[config.mk]
export PLATFORM = sky130hd
export DESIGN_NAME = data_mem_access_ctrl
export DESIGN_NICKNAME = d
export VERILOG_FILES = /design/src/rtl/data_mem_access_ctrl_pkg.sv /design/src/rtl/data_mem_access_ctrl_byte_lane_unit.sv /design/src/rtl/data_mem_access_ctrl.sv
export SDC_FILE = /design/constraint.sdc
export NUM_CORES = 1
export LEC_CHECK = 0
export ABC_AREA = 1
export CAP_MARGIN = 20
export CORE_MARGIN = 3
export CORE_UTILIZATION = 44
export DETAILED_ROUTE_END_ITERATION = 10
export PLACE_DENSITY = 0.78
export SETUP_SLACK_MARGIN = 0.02
export SYNTH_ARGS = -nofsm -noshare
export SYNTH_HDL_FRONTEND = slang
export SYNTH_HIERARCHICAL = 1
export SYNTH_SLANG_ARGS = --single-unit
export TNS_END_PERCENT = 10
[constraint.sdc]
create_clock -name clk -period 6.2 [get_ports clk]
set_input_delay 0.62 -clock clk [delete_from_list [all_inputs] [get_ports clk]]
set_output_delay 0.62 -clock clk [all_outputs]
set_load 0.02 [all_outputs]
[src/rtl/data_mem_access_ctrl_pkg.sv]
// data_mem_access_ctrl_pkg: size, state and opcode decode constants shared by the access controller and control.
package data_mem_access_ctrl_pkg;
    localparam logic [1:0] SZ_BYTE  = 2'd0;
    localparam logic [1:0] SZ_HALF  = 2'd1;
    localparam logic [1:0] SZ_WORD  = 2'd2;
    localparam logic [1:0] SZ_DWORD = 2'd3;
    localparam logic [1:0] ST_IDLE  = 2'd0;
    localparam logic [1:0] ST_READ  = 2'd1;
    localparam logic [1:0] ST_WRITE = 2'd2;
    localparam logic [1:0] ST_RESP  = 2'd3;
    localparam logic [10:0] OP_LDUR   = 11'h7C2;
    localparam logic [10:0] OP_STUR   = 11'h7C0;
    localparam logic [10:0] OP_LDURSW = 11'h5C4;
    localparam logic [10:0] OP_STURW  = 11'h5C0;
    localparam logic [10:0] OP_LDURH  = 11'h3C2;
    localparam logic [10:0] OP_STURH  = 11'h3C0;
    localparam logic [10:0] OP_LDURB  = 11'h1C2;
    localparam logic [10:0] OP_STURB  = 11'h1C0;
    typedef struct packed {
        logic [1:0] size;
        logic       sgn;
    } mem_op_t;
    function automatic mem_op_t decode_op(input logic [10:0] op);
        mem_op_t r;
        r.size = (op == OP_LDUR || op == OP_STUR) ? SZ_DWORD :
                 (op == OP_LDURSW || op == OP_STURW) ? SZ_WORD :
                 (op == OP_LDURH || op == OP_STURH) ? SZ_HALF : SZ_BYTE;
        r.sgn  = (op == OP_LDURSW);
        return r;
    endfunction
    // offset bits that must be zero for a naturally aligned access of this size
    function automatic logic [2:0] align_mask(input logic [1:0] size);
        return (size == SZ_BYTE) ? 3'b000 : (size == SZ_HALF) ? 3'b001 :
               (size == SZ_WORD) ? 3'b011 : 3'b111;
    endfunction
endpackage

[src/rtl/data_mem_access_ctrl_byte_lane_unit.sv]
// byte_lane_unit: extracts/extends a load lane and merges store bytes into a doubleword.
module byte_lane_unit #(
    parameter int WORD = 64
) (
    input  logic [WORD-1:0] dword,
    input  logic [WORD-1:0] wdata,
    input  logic [2:0]      off,
    input  logic [1:0]      size,
    input  logic            sgn,
    output logic [WORD-1:0] rdata,
    output logic [WORD-1:0] merged
);
    logic [6:0]      bits;
    logic [5:0]      sh;
    logic [WORD-1:0] mask, lane;
    logic            msb;
    assign bits   = 7'd8 << size;
    assign sh     = {off, 3'b000};
    assign mask   = ~({WORD{1'b1}} << bits);
    assign lane   = (dword >> sh) & mask;
    assign msb    = |(lane & (mask ^ (mask >> 1)));
    assign rdata  = (sgn && msb) ? (lane | ~mask) : lane;
    assign merged = (dword & ~(mask << sh)) | ((wdata & mask) << sh);
endmodule

[src/rtl/data_mem_access_ctrl.sv]
// data_mem_access_ctrl: sub-word load/store to doubleword memory cycles with read-modify-write stores.
// Define DATA_MEM_ACCESS_ALIGN_CHECK_EN to reject misaligned requests with resp_err instead of force-aligning them.
module data_mem_access_ctrl
    import data_mem_access_ctrl_pkg::*;
#(
    parameter int WORD       = 64,
    parameter int MEM_RD_LAT = 1
) (
    input  logic            clk,
    input  logic            reset,
    input  logic            req_valid,
    output logic            req_ready,
    input  logic            req_write,
    input  logic [1:0]      req_size,
    input  logic            req_signed,
    input  logic [WORD-1:0] req_addr,
    input  logic [WORD-1:0] req_wdata,
    output logic            resp_valid,
    output logic [WORD-1:0] resp_rdata,
    output logic            resp_err,
    output logic            busy,
    output logic [WORD-1:0] mem_addr,
    output logic            mem_read,
    output logic            mem_write,
    output logic [WORD-1:0] mem_wdata,
    input  logic [WORD-1:0] mem_rdata
);
    localparam logic [1:0] LAST = 2'(MEM_RD_LAT - 1);
    logic [1:0]      state_q, state_d, size_q, cnt_q;
    logic [WORD-1:0] addr_q, wdata_q, cap_q, lane_rdata, lane_merged;
    logic            sign_q, write_q, err_q, busy_q, accept, rd_done, mis;
    logic [2:0]      off;
`ifdef DATA_MEM_ACCESS_ALIGN_CHECK_EN
    assign mis      = |(req_addr[2:0] & align_mask(req_size));
    assign resp_err = resp_valid & err_q;
`else
    assign mis      = 1'b0;
    assign resp_err = 1'b0;
`endif
    assign accept  = (state_q == ST_IDLE) && req_valid;
    assign rd_done = (state_q == ST_READ) && (cnt_q == LAST);
    assign off     = addr_q[2:0] & ~align_mask(size_q);
    always_comb begin
        state_d = (state_q == ST_IDLE)  ? (!accept ? ST_IDLE : mis ? ST_RESP :
                                           (req_write && req_size == SZ_DWORD) ? ST_WRITE : ST_READ) :
                  (state_q == ST_READ)  ? (!rd_done ? ST_READ : write_q ? ST_WRITE : ST_RESP) :
                  (state_q == ST_WRITE) ? ST_RESP : ST_IDLE;
    end
    always_ff @(posedge clk or posedge reset) begin
        if (reset) begin
            state_q <= ST_IDLE;
            cnt_q   <= 2'd0;
            busy_q  <= 1'b0;
            addr_q  <= '0;
            wdata_q <= '0;
            cap_q   <= '0;
            size_q  <= SZ_BYTE;
            sign_q  <= 1'b0;
            write_q <= 1'b0;
            err_q   <= 1'b0;
        end else begin
            state_q <= state_d;
            cnt_q   <= (state_q == ST_READ && state_d == ST_READ) ? cnt_q + 2'd1 : 2'd0;
            busy_q  <= accept || (state_q != ST_IDLE);
            if (accept) begin
                addr_q  <= req_addr;
                wdata_q <= req_wdata;
                size_q  <= req_size;
                sign_q  <= req_signed;
                write_q <= req_write;
                err_q   <= mis;
            end
            if (rd_done) cap_q <= mem_rdata;
        end
    end
    // a full-size merge mask makes the doubleword store path fall out of the same merge
    byte_lane_unit #(.WORD(WORD)) u_lane (
        .dword  (cap_q),
        .wdata  (wdata_q),
        .off    (off),
        .size   (size_q),
        .sgn    (sign_q),
        .rdata  (lane_rdata),
        .merged (lane_merged)
    );
    assign req_ready  = (state_q == ST_IDLE);
    assign busy       = busy_q;
    assign mem_addr   = {addr_q[WORD-1:3], 3'b000};
    assign mem_read   = (state_q == ST_READ);
    assign mem_write  = (state_q == ST_WRITE);
    assign mem_wdata  = mem_write ? lane_merged : '0;
    assign resp_valid = (state_q == ST_RESP);
    assign resp_rdata = (resp_valid && !write_q && !err_q) ? lane_rdata : '0;
endmodule
# [Word-level counts from Yosys, hierarchy flattened]
# Index checks and enable logic that the tools add are counted.
[totals] register_bits=201 latch_bits=0 ram_bits=0 rom_bits=0 inputBits=199 word_cells=61 mem_count=0
[classes] addsub=1 multipliers=0 div_mod_pow=0 order_cmp=0 n_eq_ne=7 shift=5 muxes=14 bitwise_logic=12 n_reduce_logical=13
[op_table] cell="$and 64x64->64" n=4
[op_table] cell="$mux 64" n=3
[op_table] cell="$not 64->64" n=3
[op_table] cell="$or 64x64->64" n=2
[op_table] cell="$shl 64x6->64" n=2
[op_table] cell="$reduce_or 64->1" n=1
[op_table] cell="$shl 64x7->64 const A" n=1
[op_table] cell="$shr 64x6->64" n=1
[op_table] cell="$xor 64x63->64" n=1
[op_table] cell="$mux 2" n=7
[op_table] cell="$mux 3" n=3
[op_table] cell="$eq 2x2->1 const B" n=4
[op_table] cell="$shl 4x2->7 const A" n=1
[op_table] cell="$eq 2x1->1 const B" n=3
[op_table] cell="$logic_and 1x1->1" n=6
[op_table] cell="$logic_not 2->1" n=3
[op_table] cell="$and 3x3->3" n=1
[op_table] cell="$not 3->3" n=1
[op_table] cell="$add 2x1->2 const B" n=1
[op_table] cell="$reduce_bool 2->1" n=1
[op_table] cell="$logic_not 1->1" n=1
[op_table] cell="$logic_or 1x1->1" n=1
[op_table] cell="$mux 1" n=1

# [Longest topological paths before layout]
[logic_depth] word_depth=13 depth_mapped=15 mapped_depth_nobuf=14

# [Cells and area by module]
# The synthesis kept the hierarchy.
[modules_own_cells] mod="data_mem_access_ctrl" n_inst=1 cells_each=1210 area_per_inst_um2=9247.6
[modules_own_cells] mod="byte_lane_unit" n_inst=1 cells_each=850 area_per_inst_um2=4131.5

# [Least setup slack after synthesis]
# Ideal clock, no wire load.
[synth_path] kind="register -> output" start="register size_q[0]" end="output resp_rdata[23]" t_arrival_ps=2273 setup_slack_ps=3307 path_stages_with_launch=15 n_path_buf=1 path_cell_list="dfrtp_1 -> nor3_1 -> inv_2 -> nand2_1 -> nand2_1 -> nand2_1 -> nand2_1 -> nor2_1 -> nand3_1 -> nand4_4 -> nand3_4 -> buf_6 -> nand2_2 -> inv_1 -> nor2_1"
[synth_via] word_cells_on_any_way=21
[synth_lines] element="start: declaration" line="data_mem_access_ctrl.sv:29" text="logic [1:0] state_q, state_d, size_q, cnt_q;"
[synth_lines] element="start signal: assignment" line="data_mem_access_ctrl.sv:68" text="size_q <= req_size;"
[synth_lines] element="$eq 2x1->1" line="data_mem_access_ctrl_pkg.sv:33" text="return (size == SZ_BYTE) ? 3'b000 : (size == SZ_HALF) ? 3'b001 :"
[synth_lines] element="$mux 3" line="data_mem_access_ctrl_pkg.sv:33"
[synth_lines] element="$mux 3 (*)" line="data_mem_access_ctrl_pkg.sv:33"
[synth_lines] element="$not 3->3 (*)" line="data_mem_access_ctrl.sv:42" text="assign off = addr_q[2:0] & ~align_mask(size_q);"
[synth_lines] element="$and 3x3->3 (*)" line="data_mem_access_ctrl.sv:42"
[synth_lines] element="named net off[0]" line="data_mem_access_ctrl.sv:32" text="logic [2:0] off;"
[synth_lines] element="$shr 64x6->64 (*)" line="data_mem_access_ctrl_byte_lane_unit.sv:20" text="assign lane = (dword >> sh) & mask;"
[synth_lines] element="$and 64x64->64 (*)" line="data_mem_access_ctrl_byte_lane_unit.sv:20"
[synth_lines] element="$and 64x64->64" line="data_mem_access_ctrl_byte_lane_unit.sv:21" text="assign msb = |(lane & (mask ^ (mask >> 1)));"
[synth_lines] element="$reduce_or 64->1" line="data_mem_access_ctrl_byte_lane_unit.sv:21"
[synth_lines] element="$logic_and 1x1->1" line="data_mem_access_ctrl_byte_lane_unit.sv:22" text="assign rdata = (sgn && msb) ? (lane | ~mask) : lane;"
[synth_lines] element="$mux 64 (*)" line="data_mem_access_ctrl_byte_lane_unit.sv:22"
[synth_lines] element="named net lane_rdata[23]" line="data_mem_access_ctrl.sv:30" text="logic [WORD-1:0] addr_q, wdata_q, cap_q, lane_rdata, lane_merged;"
[synth_lines] element="$mux 64 (*)" line="data_mem_access_ctrl.sv:93" text="assign resp_rdata = (resp_valid && !write_q && !err_q) ? lane_rdata : '0;"
[synth_lines] element="end: declaration" line="data_mem_access_ctrl.sv:19" text="output logic [WORD-1:0] resp_rdata,"
# Mark *: on every way through the listed nets, which the timed path passes. The rest lies on a longest branch.

# [Worst setup path after layout]
[layout_path] start="register size_q[1]" end="output resp_rdata[48]"
[layout_via] elab_chain_len=13 word_cells_on_any_way=21
[layout_rtl] element="$eq 2x2->1" line="data_mem_access_ctrl_pkg.sv:34" text="(size == SZ_WORD) ? 3'b011 : 3'b111;"
[layout_rtl] element="$mux 3" line="data_mem_access_ctrl_pkg.sv:34"
[layout_rtl] element="$mux 3" line="data_mem_access_ctrl_pkg.sv:33"
[layout_rtl] element="$mux 3 (*)" line="data_mem_access_ctrl_pkg.sv:33"
[layout_rtl] element="$not 3->3 (*)" line="data_mem_access_ctrl.sv:42"
[layout_rtl] element="$and 3x3->3 (*)" line="data_mem_access_ctrl.sv:42"
[layout_rtl] element="named net off[2]" line="data_mem_access_ctrl.sv:32"
[layout_rtl] element="$shr 64x6->64 (*)" line="data_mem_access_ctrl_byte_lane_unit.sv:20"
[layout_rtl] element="$and 64x64->64 (*)" line="data_mem_access_ctrl_byte_lane_unit.sv:20"
[layout_rtl] element="$and 64x64->64" line="data_mem_access_ctrl_byte_lane_unit.sv:21"
[layout_rtl] element="$reduce_or 64->1" line="data_mem_access_ctrl_byte_lane_unit.sv:21"
[layout_rtl] element="$logic_and 1x1->1" line="data_mem_access_ctrl_byte_lane_unit.sv:22"
[layout_rtl] element="$mux 64 (*)" line="data_mem_access_ctrl_byte_lane_unit.sv:22"
[layout_rtl] element="named net lane_rdata[48]" line="data_mem_access_ctrl.sv:30"
[layout_rtl] element="$mux 64 (*)" line="data_mem_access_ctrl.sv:93"
# Marks and branches as above.

==> flow_summary.rst <==
.. list-table::
   :header-rows: 1

   * - Metric
     - Value
   * - R2R depth
     - 8
   * - Number of remaining DRC errors
     - 0
   * - Remaining max-slew budget at the tightest pin
     - ~29%
   * - Flops & latches, synth
     - around 200
   * - Warnings, synthesis
     - 6
   * - Largest stage delay on the critical path
     - roughly 0.74 ns
   * - Crit path top cell by count
     - nand2_1
   * - Async S/R FF share, synth
     - 100%
   * - Instance count of the mapped netlist
     - between 2000 and 2500
   * - CTS resizes
     - 0
   * - Final Total Pwr
     - around 11 mW
   * - Cell count of the worst hold path
     - 1
   * - Part of the cycle the worst path needs
     - a little over four fifths
   * - Worst IR Drop VDD
     - around 0.32 mV
   * - Die H
     - ~180 um
   * - Clock Sink Count
     - around 200
   * - Routed Antenna Nets
     - 0
   * - Via count of the first global-routing pass
     - 14200
   * - Ordered list of cells on the worst path
     - buf_4, a21oi_4, nor2_2, buf_4, nand2_1, nand2_1, nor2_1, nand3_1, nand4_4, nand3_4, nand2_1, inv_1, nor2_1, clkdlybuf4s50_1
   * - Antenna violations before repair
     - 1
   * - Effective utilization at floorplan
     - roughly 45%
   * - Crit-path slowest cell
     - a21oi_4
   * - Cell taking the most area after synthesis
     - dfrtp_1
   * - Cell area power density
     - around 610 mW/mm^2
   * - Routed wire length per instance
     - ~21 um
   * - Synth unique cells
     - 40
   * - Top cell type's share of synthesized area
     - 37.6%
   * - Worst-path clk slew
     - around 0.060 ns
   * - Skew final
     - ~0.013 ns
   * - Final setup TNS
     - 0 ns
   * - First-pass iteration count of the detailed router
     - 9
   * - Status
     - completed
   * - Layout cell share with drive strength beyond 1
     - approximately 4.7%
   * - Sort of element at the end of the critical path
     - primary output
   * - Post-synthesis cell area
     - around 0.013 sq mm
   * - Number of clock buffers inserted by TritonCTS
     - 24
   * - Number of violations of the max-capacitance limit
     - 0
   * - Req. time, crit path
     - approximately 5.6 ns
   * - Layout Utilization
     - around three fifths
   * - Die extent in x
     - 180 um
   * - CP max FO
     - 47
   * - Half-perimeter wire length after placement
     - about 43 mm
   * - Number of buffers inserted for hold repair after clock tree synthesis
     - 0
   * - Crit path launch type
     - flip-flop
   * - Setup repair after global routing missed its margin
     - no
   * - Number of fill cells in the layout
     - around 2900
   * - Die area
     - roughly 0.033 sq mm
   * - Global-route wire length before repair
     - 85.4 mm
   * - Kind of critical path
     - reg -> out
   * - Worst slack, placed
     - between 1 and 1.5 ns
   * - I/O pin count
     - approximately 400
   * - Flip-flop cell with the highest count after synthesis
     - dfrtp_1
   * - Clk Latency, worst-skew pair
     - 0.55 ns
   * - Signed area change from the synthesized netlist to the final layout
     - 31.9%
   * - Routed via count divided by cell count
     - between 5 and 6
   * - Area contributors post-synth
     - dfrtp_1 38%, nand2_1 23%, inv_1 5.7%
   * - Number of synthesized flops with an enable pin
     - 0
   * - Clock Path Buffers
     - 3
   * - Post-layout worst setup margin
     - 0.950 ns
   * - Count of pins over their slew limit
     - 0
   * - Total number of vias
     - 14600
   * - Weighted congestion reported at the end of routability-driven placement
     - approximately 1
   * - Leak pwr
     - ~8.5 nW
   * - GR Util All Layers
     - 33.3%
   * - Kind of path behind the tightest hold check
     - reg -> reg
   * - Sequential element share of the synthesized area
     - a little under two fifths
   * - TritonCTS clock tree
     - done
   * - Drt initial violations
     - 1492
   * - CTS H-tree depth
     - 1
   * - NumNets Final
     - 2504
   * - Final hold violation count
     - 0
   * - Fin crit period
     - between 5 and 6 ns
   * - Min Hold Slack
     - 0.428 ns
   * - Buffer cell driving the clock tree root
     - clkbuf_16
   * - Final setup violation count
     - 0
   * - Number of buffer cells added on primary ports
     - 392
   * - Fmax achieved
     - ~190 MHz
   * - Post-detailed-routing wire length
     - approximately 56 mm
   * - Placeable core area
     - about 0.030 sq mm
   * - Average instance area after synthesis
     - between 6 and 7 sq um
   * - Tightest Pin Transition
     - around 1.1 ns
   * - Maximum number of pins on one net before global-route repair
     - 95
   * - CP Data Arrival Time
     - roughly 4.6 ns
   * - GRT overflow
     - 0
   * - Setup Fix Bufs, Post-CTS
     - 0
   * - Row cnt
     - 63
-- kinds of logic (layout without fill, tap and decap cells) --
logic type | count (synthesis) | count (layout) | share of synthesized area, %
AO/OA/AOI/OAI | 281 | 281 | 12.4
adder cells (fa/ha/maj) | 1 | 1 | 0.0935
buffers and inverters | 409 | 666 | 14.7
flip-flops | 201 | 201 | 37.6
multiplexers | 5 | 5 | 0.374
other | 1 | 5 | 0.0280
AND/OR/NAND/NOR | 1162 | 1162 | 34.9
-- Yosys cell counts (10+ instances only) --
master,number
buf_4,76
o21ai_0,139
clkbuf_1,41
a21oi_1,38
o22ai_1,32
inv_2,10
or2_2,13
o211ai_1,21
o2111ai_1,13
nor2_1,173
dfrtp_1,201
o21ai_1,10
buf_2,62
inv_1,204
nand2_2,10
nand3_1,122
nand2_1,826
-- report_power, final --
group	internal (mW)	switching (mW)	total (mW)	leakage, nW
Sequential	1.95	0.651	2.60	2.49
Combinational	2.21	4.55	6.76	5.64
Clock	0.774	0.595	1.37	0.376
Total	4.93	5.80	10.7	8.50
-- routing by layer --
layer / routed length, um / vias to the layer above / share of wire, % / global-route usage (%)
li1: - / 6852 / - / -
met1: 22700 / 6805 / 40 / 43.5
met2: 25300 / 816 / 45 / 53.0
met3: 5350 / 133 / 9.5 / 8.36
met4: 2900 / 0 / 5.2 / 14.2
met5: 0 / - / 0 / 0
-- state kept, by name (all words and copies together) (netlist names) --
signal   cells
wdata_q     64
sign_q       1
write_q      1
cap_q       64
size_q       2
addr_q      64
cnt_q        2
busy         1
state_q      2
-- final cells by class --
cell class	instances	area, sq um	area share [%]
clock inverter	9	76.3	0.433
timing repair buffer	409	4110	23.3
inverter	215	818	4.64
multi-input combinational	1453	6430	36.5
tap	390	488	2.77
sequential	201	5030	28.5
antenna	1	2.50	0.0142
clock buffer	33	684	3.88
-- cell usage in the layout, fill, tap and decap left out, types with 21 or more instances in the layout --
master	instances
nand3_1	122
clkdlybuf4s50_1	392
o21ai_0	139
clkbuf_16	24
dfrtp_1	201
inv_1	202
nand2_1	825
nor2_1	172
a21oi_1	37
o211ai_1	21
o22ai_1	32
-- worst max-delay path, delay by kind of cell (launching register included) --
kind | cells | cell delay, ns
flops | 1 | 0.40
compound gates | 1 | 0.74
buf+inv | 4 | 1.31
simple gates | 9 | 1.59
-- per-stage QoR --
stage	cells	cell area [sq um]
after detailed placement	2664	16800
after CTS	2706	17600
after global placement	2664	16800
after global routing	2711	17600
after floorplan	2063	13400
final	2711	17600
-- worst paths after layout --
check | end | slack [ns] | startpoint
setup / recovery | resp_rdata[48] | 0.95 | size_q[1]
min in group asynchronous | write_q | 0.51 | reset
max in group asynchronous | wdata_q[1] | 4.33 | reset
hold reg to reg | cnt_q[0] | 0.43 | cnt_q[0]
hold / removal | cnt_q[0] | 0.43 | cnt_q[0]
setup reg to reg | addr_q[36] | 3.74 | state_q[1]
(Power assumes the default switching activity.)
